===== src/rtl/sort_stream_loader.sv =====
// Streams N words from a source buffer into an external sorter, waits for the sorted result,
// then drains it into a destination buffer. A bounded wait guards against a stuck sorter.
module sort_stream_loader #(
    parameter int unsigned LOG_INPUT_NUM = 7,
    parameter int unsigned DATA_WIDTH    = 32,
    parameter int unsigned ADDR_WIDTH    = 12,
    parameter int unsigned TIMEOUT       = 65535
) (
    input  logic                  clk,
    input  logic                  rst,
    input  logic                  start,
    input  logic [ADDR_WIDTH-1:0] src_base,
    input  logic [ADDR_WIDTH-1:0] dst_base,
    output logic                  busy,
    output logic                  done,
    output logic                  error,
    output logic                  rd_en,
    output logic [ADDR_WIDTH-1:0] rd_addr,
    input  logic [DATA_WIDTH-1:0] rd_data,
    output logic                  wr_en,
    output logic [ADDR_WIDTH-1:0] wr_addr,
    output logic [DATA_WIDTH-1:0] wr_data,
    output logic                  s_rst,
    output logic [DATA_WIDTH-1:0] s_din,
    output logic                  s_load,
    input  logic                  s_valid,
    input  logic [DATA_WIDTH-1:0] s_dout,
    output logic                  s_unload
);

    localparam int unsigned N      = 2 ** LOG_INPUT_NUM;
    localparam int unsigned FillW  = LOG_INPUT_NUM + 2;
    localparam int unsigned DrainW = LOG_INPUT_NUM + 1;
    localparam int unsigned TimerW = $clog2(TIMEOUT + 1);

    // FILL keeps counting past the reads so the two-cycle load pipeline can empty.
    localparam logic [FillW-1:0]  RdLimit   = FillW'(N);
    localparam logic [FillW-1:0]  FillLast  = FillW'(N + 1);
    localparam logic [DrainW-1:0] DrainLast = DrainW'(N - 1);
    localparam logic [TimerW-1:0] TimerLast = TimerW'(TIMEOUT - 1);

    typedef enum logic [2:0] {
        StIdle,
        StClr,
        StFill,
        StWait,
        StDrain,
        StFin
    } state_e;

    state_e                state_q, state_d;
    logic [ADDR_WIDTH-1:0] src_q, src_d;
    logic [ADDR_WIDTH-1:0] dst_q, dst_d;
    logic [FillW-1:0]      fill_q, fill_d;
    logic [DrainW-1:0]     drain_q, drain_d;
    logic [TimerW-1:0]     timer_q, timer_d;
    logic                  error_q, error_d;
    logic                  s_rst_q, s_rst_d;
    logic                  rd_vld_q;
    logic                  s_load_q;
    logic [DATA_WIDTH-1:0] s_din_q;

    logic                  rd_fire;
    logic                  wr_fire;
    logic                  timeout_fire;

    always_comb begin
        state_d      = state_q;
        src_d        = src_q;
        dst_d        = dst_q;
        fill_d       = fill_q;
        drain_d      = drain_q;
        timer_d      = timer_q;
        error_d      = error_q;
        rd_fire      = 1'b0;
        wr_fire      = 1'b0;
        timeout_fire = 1'b0;

        unique case (state_q)
            StIdle: begin
                if (start) begin
                    src_d   = src_base;
                    dst_d   = dst_base;
                    error_d = 1'b0;
                    state_d = StClr;
                end
            end
            StClr: begin
                fill_d  = '0;
                state_d = StFill;
            end
            StFill: begin
                rd_fire = (fill_q < RdLimit);
                if (fill_q == FillLast) begin
                    timer_d = '0;
                    state_d = StWait;
                end else begin
                    fill_d = fill_q + 1'b1;
                end
            end
            StWait: begin
                if (s_valid) begin
                    drain_d = '0;
                    state_d = StDrain;
                end else if (timer_q == TimerLast) begin
                    error_d      = 1'b1;
                    timeout_fire = 1'b1;
                    state_d      = StIdle;
                end else begin
                    timer_d = timer_q + 1'b1;
                end
            end
            StDrain: begin
                if (s_valid) begin
                    wr_fire = 1'b1;
                    drain_d = drain_q + 1'b1;
                    if (drain_q == DrainLast) begin
                        state_d = StFin;
                    end
                end
            end
            StFin: begin
                state_d = StIdle;
            end
            default: begin
                state_d = StIdle;
            end
        endcase

        // Sorter reset is registered so it can be held high through the async reset.
        s_rst_d = (state_d == StClr) || timeout_fire;
    end

    always_ff @(posedge clk or negedge rst) begin
        if (!rst) begin
            state_q <= StIdle;
            src_q   <= '0;
            dst_q   <= '0;
            fill_q  <= '0;
            drain_q <= '0;
            timer_q <= '0;
            error_q <= 1'b0;
            s_rst_q <= 1'b1;
        end else begin
            state_q <= state_d;
            src_q   <= src_d;
            dst_q   <= dst_d;
            fill_q  <= fill_d;
            drain_q <= drain_d;
            timer_q <= timer_d;
            error_q <= error_d;
            s_rst_q <= s_rst_d;
        end
    end

    // Read data lands one cycle after rd_en; it is registered before being offered to the sorter.
    always_ff @(posedge clk or negedge rst) begin
        if (!rst) begin
            rd_vld_q <= 1'b0;
            s_load_q <= 1'b0;
            s_din_q  <= '0;
        end else begin
            rd_vld_q <= rd_fire;
            s_load_q <= rd_vld_q;
            if (rd_vld_q) begin
                s_din_q <= rd_data;
            end
        end
    end

    assign busy     = (state_q != StIdle);
    assign done     = (state_q == StFin);
    assign error    = error_q;
    assign rd_en    = rd_fire;
    assign rd_addr  = rd_fire ? (src_q + ADDR_WIDTH'(fill_q)) : '0;
    assign wr_en    = wr_fire;
    assign wr_addr  = wr_fire ? (dst_q + ADDR_WIDTH'(drain_q)) : '0;
    assign wr_data  = wr_fire ? s_dout : '0;
    assign s_unload = wr_fire;
    assign s_rst    = s_rst_q;
    assign s_din    = s_din_q;
    assign s_load   = s_load_q;

endmodule


===== config.mk =====
export PLATFORM = sky130hd
export DESIGN_NAME = sort_stream_loader
export DESIGN_NICKNAME = d
export VERILOG_FILES = /design/src/rtl/sort_stream_loader.sv
export SDC_FILE = /design/constraint.sdc
export NUM_CORES = 1
export LEC_CHECK = 0
export ABC_AREA = 1
export CORE_ASPECT_RATIO = 0.8
export CORE_MARGIN = 4
export CORE_UTILIZATION = 47
export CTS_CLUSTER_DIAMETER = 40
export DETAILED_ROUTE_END_ITERATION = 8
export PLACE_DENSITY_LB_ADDON = 0.1
export SETUP_SLACK_MARGIN = 0.1
export SLEW_MARGIN = 20
export SYNTH_ARGS = -nofsm -noshare
export SYNTH_HDL_FRONTEND = slang
export SYNTH_SLANG_ARGS = --single-unit

===== constraint.sdc =====
create_clock -name clk -period 2.3 [get_ports clk]
set_input_delay 0.575 -clock clk [delete_from_list [all_inputs] [get_ports clk]]
set_output_delay 0.575 -clock clk [all_outputs]
set_load 0.1 [all_outputs]

==> run summary, run 1 <==
=========================================================================================
Status                                                                       finished with violations
Failing checks                                                               setup timing
Number of global-route vias before repair                                            6422
CP peak stage delay                                                                420 ps
Routed via count                                                                     7001
Overall power after layout                                                        14.9 mW
First-pass GRT wire length                                                        32.2 mm
DPL Wire Length                                                                   13.1 mm
Transition time at the pin with the least slew margin                              554 ps
Share of synthesized area occupied by flip-flops and latches                        0.412
Cell area power density                                                      1410 nW/um^2
Number of hold-slack violations in the final timing report                              0
Antenna cells                                                                           0
Setup CP Type                                                                flip-flop to output port
Crit path top cell by count                                                  sky130_fd_sc_hd__nand2_2
Die X                                                                              132 um
Maximum fanout encountered on the critical timing path                                  3
Gp weighted congestion                                                              0.873
Synthesized netlist net count                                                         901
Sw frac                                                                             0.565
Cell total after placement                                                           1146
Slowest library cell on the worst path                                       sky130_fd_sc_hd__dfrtp_1
Final Worst Setup Slack                                                           -520 ps
Startpoint of the worst register-to-register path                              state_q[2]
Placement row count                                                                    36
Number of warnings printed during yosys synthesis                                       0
Final TNS setup                                                                 -13790 ps
Top cells by area, synth                                                     sky130_fd_sc_hd__dfrtp_1 41%, sky130_fd_sc_hd__nand2_1 16%, sky130_fd_sc_hd__nor2_1 7.3%
Yosys top cell area share                                                           0.408
Tot GR Track Use                                                                    0.279
Clock latency reported for the late side of the worst-skew pair                    360 ps
Final Instance Count excl. Fillers                                                   1200
Layout cells sized above 1                                                          0.412
Number of antenna violations at the first check in global routing                       0
Critical path launch point type                                                 flip-flop
Pins over their slew limit                                                              0
Area added between synthesis and finish                                             82.0%
Clock tree from TritonCTS                                                            done
Part of the total power dissipated in the clock network                             0.106
# port buffers                                                                        187
Synthesized area per cell                                                      7.42 sq um
GRT overflow                                                                            0
Setup repair after global routing missed its margin                                   yes
Combinational power share                                                           0.697
Pleak                                                                             4.80 nW
Crit path arrival time                                                            2240 ps
Proportion of register bits with asynchronous set or reset after synthesis           1.00
Clock slew seen by the registers of the worst setup and hold paths                  80 ps
Clock period minus worst slack                                                    2820 ps
Synth Flop Type                                                              sky130_fd_sc_hd__dfrtp_1
Part of the total power dissipated in sequential elements                           0.196
H-Tree Level Count                                                                      3
Final setup vio count                                                                  58
Largest area contributor in the synthesized netlist                          sky130_fd_sc_hd__dfrtp_1
Setup Skew                                                                        14.1 ps
Vias per inst                                                                        5.83
Layer with the highest usage                                                         met2
Number of maximum-capacitance constraint violations                                     0
Flops & latches, synth                                                                 96
Residual antenna-violating net count after detailed routing                             0
Number of DRC markers in iteration 0                                                  739
Storage cell area                                                              2420 sq um
Library cells used by synthesis                                                        37
Cell area after technology mapping                                             5830 sq um
Maximum clock rate                                                                355 MHz
Initial DRT Pass Iterations                                                             5
Crit path cell chain                                                         ha_2, fa_2, nand3_2, nand2_2, nand2_2, nand3_4, nand3_2, nand2_2, nor2_4, buf_12
Ports placed on the boundary                                                          188
Buffers from clock root to sink, at most                                                2
Number of instances in the synthesized netlist                                        785
Kind of end point of the critical path                                        output port
Area taken by multi-input logic gates                                          4130 sq um
Root buf cell                                                                sky130_fd_sc_hd__clkbuf_16
Leading post-synthesis cells by instance count                               255 x sky130_fd_sc_hd__nand2_1, 114 x sky130_fd_sc_hd__nor2_1, 95 x sky130_fd_sc_hd__dfrtp_1
Remaining DRCs                                                                          0
Final period util                                                                    1.23
Reg2Reg Capture Point                                                          drain_q[0]
Number of synthesized flops with an enable pin                                          0
Global routing met2 resource utilization                                            0.487
Hold/Removal Path Class                                                      primary input to async pin
Met1 demand-to-capacity share in global routing                                     0.344
Rel. slew slack                                                                     0.631
Core Box Area                                                                 12200 sq um
Clock sink count                                                                       96
Wirelength, routed                                                                25.8 mm
Initial Utilization                                                                 0.479
Number of buffers inserted during clock tree synthesis                                  9
Worst Reg-to-Reg Cells                                                                  9
Net switching power of the design                                                 8.43 mW
Met3 usage in global routing                                                       0.0715
Peak supply drop                                                                  1440 uV
Most common cell in the netlist                                              sky130_fd_sc_hd__nand2_1
Number of filler instances in the final layout                                        489
Height of the die                                                                  108 um
Total internal power                                                              6.48 mW
# nets final                                                                         1159
Required time at the endpoint of the critical path                                1730 ps
Reg-to-reg setup timing slack                                                      120 ps
Pin count of the biggest net entering global routing                                   40
Average wire length per cell after detail routing                                 21.5 um
Die area                                                                      14300 sq um
=========================================================================================
## worst max path at each step
stage	to	depth (start not counted)	slack, ps	start
2_1_floorplan	rd_addr[2]	6	-860	state_q[0]
4_1_cts	wr_addr[8]	9	-380	dst_q[0]
3_3_place_gp	wr_addr[7]	5	-100	s_valid
5_1_grt	wr_addr[10]	10	-550	drain_q[0]
3_5_place_dp	wr_data[4]	5	-170	s_valid
6_report	wr_addr[10]	10	-520	drain_q[0]
## layout by cell type (no fill, tap or decap), types with 28 or more instances in the layout
cell,n
sky130_fd_sc_hd__nand2_2,34
sky130_fd_sc_hd__clkdlybuf4s50_1,89
sky130_fd_sc_hd__nand2_1,215
sky130_fd_sc_hd__dfrtp_1,85
sky130_fd_sc_hd__nand3_1,28
sky130_fd_sc_hd__nor2_4,53
sky130_fd_sc_hd__buf_12,69
sky130_fd_sc_hd__mux2_2,32
sky130_fd_sc_hd__buf_4,96
sky130_fd_sc_hd__nor2_1,52
sky130_fd_sc_hd__inv_1,82
## flip-flops by register name (all words and copies together) (netlist names)
signal and cells:
state_q 3, fill_q 9, s_din 32, s_load 1
dst_q 12, s_rst 1, error 1, drain_q 8
src_q 12, rd_vld_q 1, timer_q 16
## worst max-delay path, delay by kind of cell, from the launching register on
| kind | cells | cell delay (ps) |
|---|---|---|
| buf+inv | 1 | 180 |
| fa+ha+maj | 2 | 590 |
| simple gates | 7 | 690 |
| flops | 1 | 420 |
## cell families (layout without fill, tap and decap cells)
| group | after synthesis | after routing | share of synthesized area |
|---|---|---|---|
| mux | 32 | 32 | 0.0618 |
| buf+inv | 119 | 382 | 0.0807 |
| simple gates | 444 | 444 | 0.314 |
| xor+xnor | 16 | 16 | 0.0240 |
| compound gates | 54 | 54 | 0.0524 |
| flops | 96 | 96 | 0.412 |
| fa+ha+maj | 24 | 24 | 0.0541 |
## power groups by stage
| stage | sequential, mW | clock [mW] | combinational, mW |
|---|---|---|---|
| 6_report | 2.93 | 1.59 | 10.4 |
| 5_1_grt | 2.98 | 1.67 | 10.7 |
| 4_1_cts | 2.84 | 1.57 | 9.29 |
| 3_5_place_dp | 2.81 | 0 | 8.65 |
| 3_3_place_gp | 2.78 | 0 | 8.57 |
| 2_1_floorplan | 5.04 | 0 | 4.00 |
## final cells by class
class                   count  area share
clock buffers              10      0.0216
clock inverters             6     0.00708
inverters                  99      0.0382
multi-input cells         570       0.389
flip-flops and latches     96       0.228
well taps                 152      0.0179
repair buffers            267       0.298
## routing by layer
layer,vias to the layer above,part of all wire
li1,2976,-
met1,3263,0.34
met2,565,0.49
met3,197,0.099
met4,0,0.076
met5,-,0
## stage by stage
stage | instance area [sq um] | setup slack [ps] | hold WS (ps) | util
2_1_floorplan | 6460 | -858 | 279 | -
3_3_place_gp | 9270 | -96.1 | 475 | 0.762
3_5_place_dp | 9270 | -166 | 472 | 0.762
4_1_cts | 10200 | -381 | 213 | 0.838
5_1_grt | 10600 | -548 | 233 | 0.872
6_report | 10600 | -520 | 190 | 0.872
## what timing repair did
item | 4_1_cts | 5_1_grt
endpoints found under the hold margin | 0 | 0
cloned | 2 | 0
hold buffers | 0 | 0
setup buffers | 20 | 20
pin swaps | 43 | 42
resized for setup | 89 | 79
endpoints found under the setup margin | 56 | 59
Power figures use the tool's default switching activity.
==> inputs of run 2 (changes only) <==
Settings changed: REMOVE_ABC_BUFFERS set to 1.
==> run 2 against run 1 <==
  * The flow still finishes with violations (setup timing)
  * Cell area shrank 0.42%
  * Core utilization shrank 0.37 points
  * Hold slack gained 3.3 ps
  * Die area is the same
  * Critical path depth is the same
  * Critical path type unchanged
  * Largest cell class unchanged
  * Largest power group unchanged
==> run summary, run 2 (synthesis results as in run 1) <==
=================================================================================
Status                                                               finished with violations
Failing checks                                                       setup timing
Commonest non-fill, non-tap cell in the layout                       sky130_fd_sc_hd__nand2_1
Startpoint of the worst register-to-register path                      state_q[0]
Final core occ                                                              0.868   -0.00370
Part of the total power dissipated in sequential elements                   0.197   about the same
Average wire length per cell after detail routing                         21.6 um   +0.79%
Number of antenna violations at the first check in global routing               0   unchanged
Clock period minus worst slack                                            3010 ps   +191 ps
Setup repair after global routing missed its margin                           yes
Final TNS setup                                                         -15620 ps   -1830 ps
Remaining DRCs                                                                  0   unchanged
Start point of the critical path                                         dst_q[0]
Number of DRC markers in iteration 0                                          708   -4.2%
Cell area power density                                              1390 nW/um^2   -0.96%
Number of maximum-capacitance constraint violations                             0   unchanged
Kind of end point of the critical path                                output port
Overall power after layout                                                14.7 mW   -1.4%
Die area                                                              14300 sq um   unchanged
Net switching power of the design                                         8.26 mW   -1.9%
Height of the die                                                          108 um   unchanged
Area taken by multi-input logic gates                                  3960 sq um   -4.0%
Minimum setup slack after placement                                       -242 ps   -75.8 ps
Clock sink count                                                               96   unchanged
Crit path arrival time                                                    2440 ps   +200 ps
Combinational power share                                                   0.703   +0.006
DPL Wire Length                                                           13.1 mm   +0.49%
Peak supply drop                                                          2030 uV   +40%
Commonest cells after routing, fill and taps aside                   225 x sky130_fd_sc_hd__nand2_1, 95 x sky130_fd_sc_hd__dfrtp_1, 94 x sky130_fd_sc_hd__buf_4
Clock slew seen by the registers of the worst setup and hold paths          80 ps   about the same
Routed via count                                                             6938   -0.90%
Number of global-route vias before repair                                    6496   +1.2%
Sw frac                                                                     0.562   -0.00326
Number of hold-slack violations in the final timing report                      0   unchanged
Max reg flops                                                                  32   unchanged
Layout cells sized above 1                                                  0.388   -0.0243
Buffers from clock root to sink, at most                                        2   unchanged
Pin count of the biggest net entering global routing                           40   unchanged
Core Box Area                                                         12200 sq um   unchanged
Rel. slew slack                                                             0.645   +0.0141
Pleak                                                                     4.87 nW   +1.3%
Transition time at the pin with the least slew margin                      533 ps   -21.1 ps
Residual antenna-violating net count after detailed routing                     0   unchanged
Part of the total power dissipated in the clock network                     0.100   -0.006
Clock tree from TritonCTS                                                    done
Number of buffers inserted during clock tree synthesis                          9   unchanged
Total internal power                                                      6.44 mW   -0.64%
Final Worst Setup Slack                                                   -711 ps   -191 ps
Area added between synthesis and finish                                     81.3%
Hold/Removal Path Class                                              primary input to async pin
Ports placed on the boundary                                                  188   unchanged
Number of filler instances in the final layout                                510   +4.3%
Gp weighted congestion                                                      0.887   +1.6%
Clock latency reported for the late side of the worst-skew pair            350 ps   about the same
Final Instance Count excl. Fillers                                           1209   +0.75%
Required time at the endpoint of the critical path                        1730 ps   about the same
# port buffers                                                                187   unchanged
Wirelength, routed                                                        26.2 mm   +1.5%
Critical path launch point type                                         flip-flop
Setup Skew                                                                10.0 ps   -4.10 ps
Final setup vio count                                                          58   unchanged
Placement row count                                                            36   unchanged
Pins over their slew limit                                                      0   unchanged
Maximum clock rate                                                        332 MHz   -6.3%
Setup CP Type                                                        flip-flop to output port
Vias per inst                                                                5.74   -1.6%
Cell total after placement                                                   1155   +0.79%
H-Tree Level Count                                                              3   unchanged
Maximum fanout encountered on the critical timing path                          3   unchanged
Antenna cells                                                                   0   unchanged
# nets final                                                                 1168   +0.78%
Initial Utilization                                                         0.479   unchanged
Final period util                                                            1.31   +0.0831
Root buf cell                                                        sky130_fd_sc_hd__clkbuf_16
GRT overflow                                                                    0   unchanged
Storage cell area                                                      2400 sq um   -0.52%
Initial DRT Pass Iterations                                                     6   +1
Reg-to-reg setup timing slack                                               20 ps   -100 ps
Tot GR Track Use                                                            0.303   +0.0236
Die X                                                                      132 um   unchanged
First-pass GRT wire length                                                34.4 mm   +7.0%
=================================================================================
## run 2: changes by cell type in the layout (fill, tap and decap cells not counted), sizes merged
cell      change
buf           +8
clkinvlp      +2
bufinv        -1
## run 2: final timing paths
path | to | cells past startpoint
setup reg to reg | drain_q[0] | 10
hold / removal | s_din[20] | 1
setup / recovery | wr_addr[10] | 10
hold reg to reg | s_din[3] | 1
min in group clk | s_din[3] | 1
max in group asynchronous | s_din[23] | 2
## run 2: critical path, cell delays in order, from the launching register on
cell	delay, ps
sky130_fd_sc_hd__dfrtp_1	440
sky130_fd_sc_hd__ha_4	200
sky130_fd_sc_hd__fa_2	380
sky130_fd_sc_hd__nand3_2	90
sky130_fd_sc_hd__nand2_2	90
sky130_fd_sc_hd__nand2_2	110
sky130_fd_sc_hd__nand3_4	100
sky130_fd_sc_hd__nand3_1	140
sky130_fd_sc_hd__nand2_1	110
sky130_fd_sc_hd__nor2_2	210
sky130_fd_sc_hd__buf_12	210
## run 2: layout make-up
cell class,count,area share
Timing Repair Buffer,276,0.316
Tap cell,152,0.0180
Clock inverter,7,0.00509
Multi-Input combinational cell,570,0.375
Inverter,99,0.0367
Clock buffer,9,0.0213
Sequential cell,96,0.228
## run 2: metal layers
| metal | wire length (um) | track usage | vias to the layer above | share of wire |
|---|---|---|---|---|
| li1 | - | - | 3001 | - |
| met3 | 2060 | 0.0650 | 157 | 0.079 |
| met4 | 1650 | 0.100 | 0 | 0.063 |
| met5 | 0 | 0 | - | 0 |
| met1 | 9280 | 0.347 | 3317 | 0.35 |
| met2 | 13200 | 0.565 | 463 | 0.50 |
## run 2: power groups by stage
| stage | combinational, mW | sequential (mW) | clock (mW) |
|---|---|---|---|
| after floorplan | 3.24 | 5.06 | 0 |
| after detailed placement | 8.29 | 2.72 | 0 |
| final | 10.3 | 2.90 | 1.46 |
| after CTS | 9.32 | 2.77 | 1.45 |
| after global placement | 8.25 | 2.69 | 0 |
| after global routing | 10.7 | 2.94 | 1.53 |
## run 2: stage by stage
stage,instance area [sq um],hold WS [ps]
floorplan,5730,279
global placement,8720,471
CTS,10100,217
global route,10600,233
finish,10600,193
detailed placement,8720,472
## run 2: repair_timing
item                       4_1_cts  5_1_grt
setup endpoints to repair       58       59
hold buffers                     0        0
setup buffers                   20       19
pin swaps                       34       60
hold endpoints to repair         0        0
resized for setup              185       84
gates cloned                     4        1
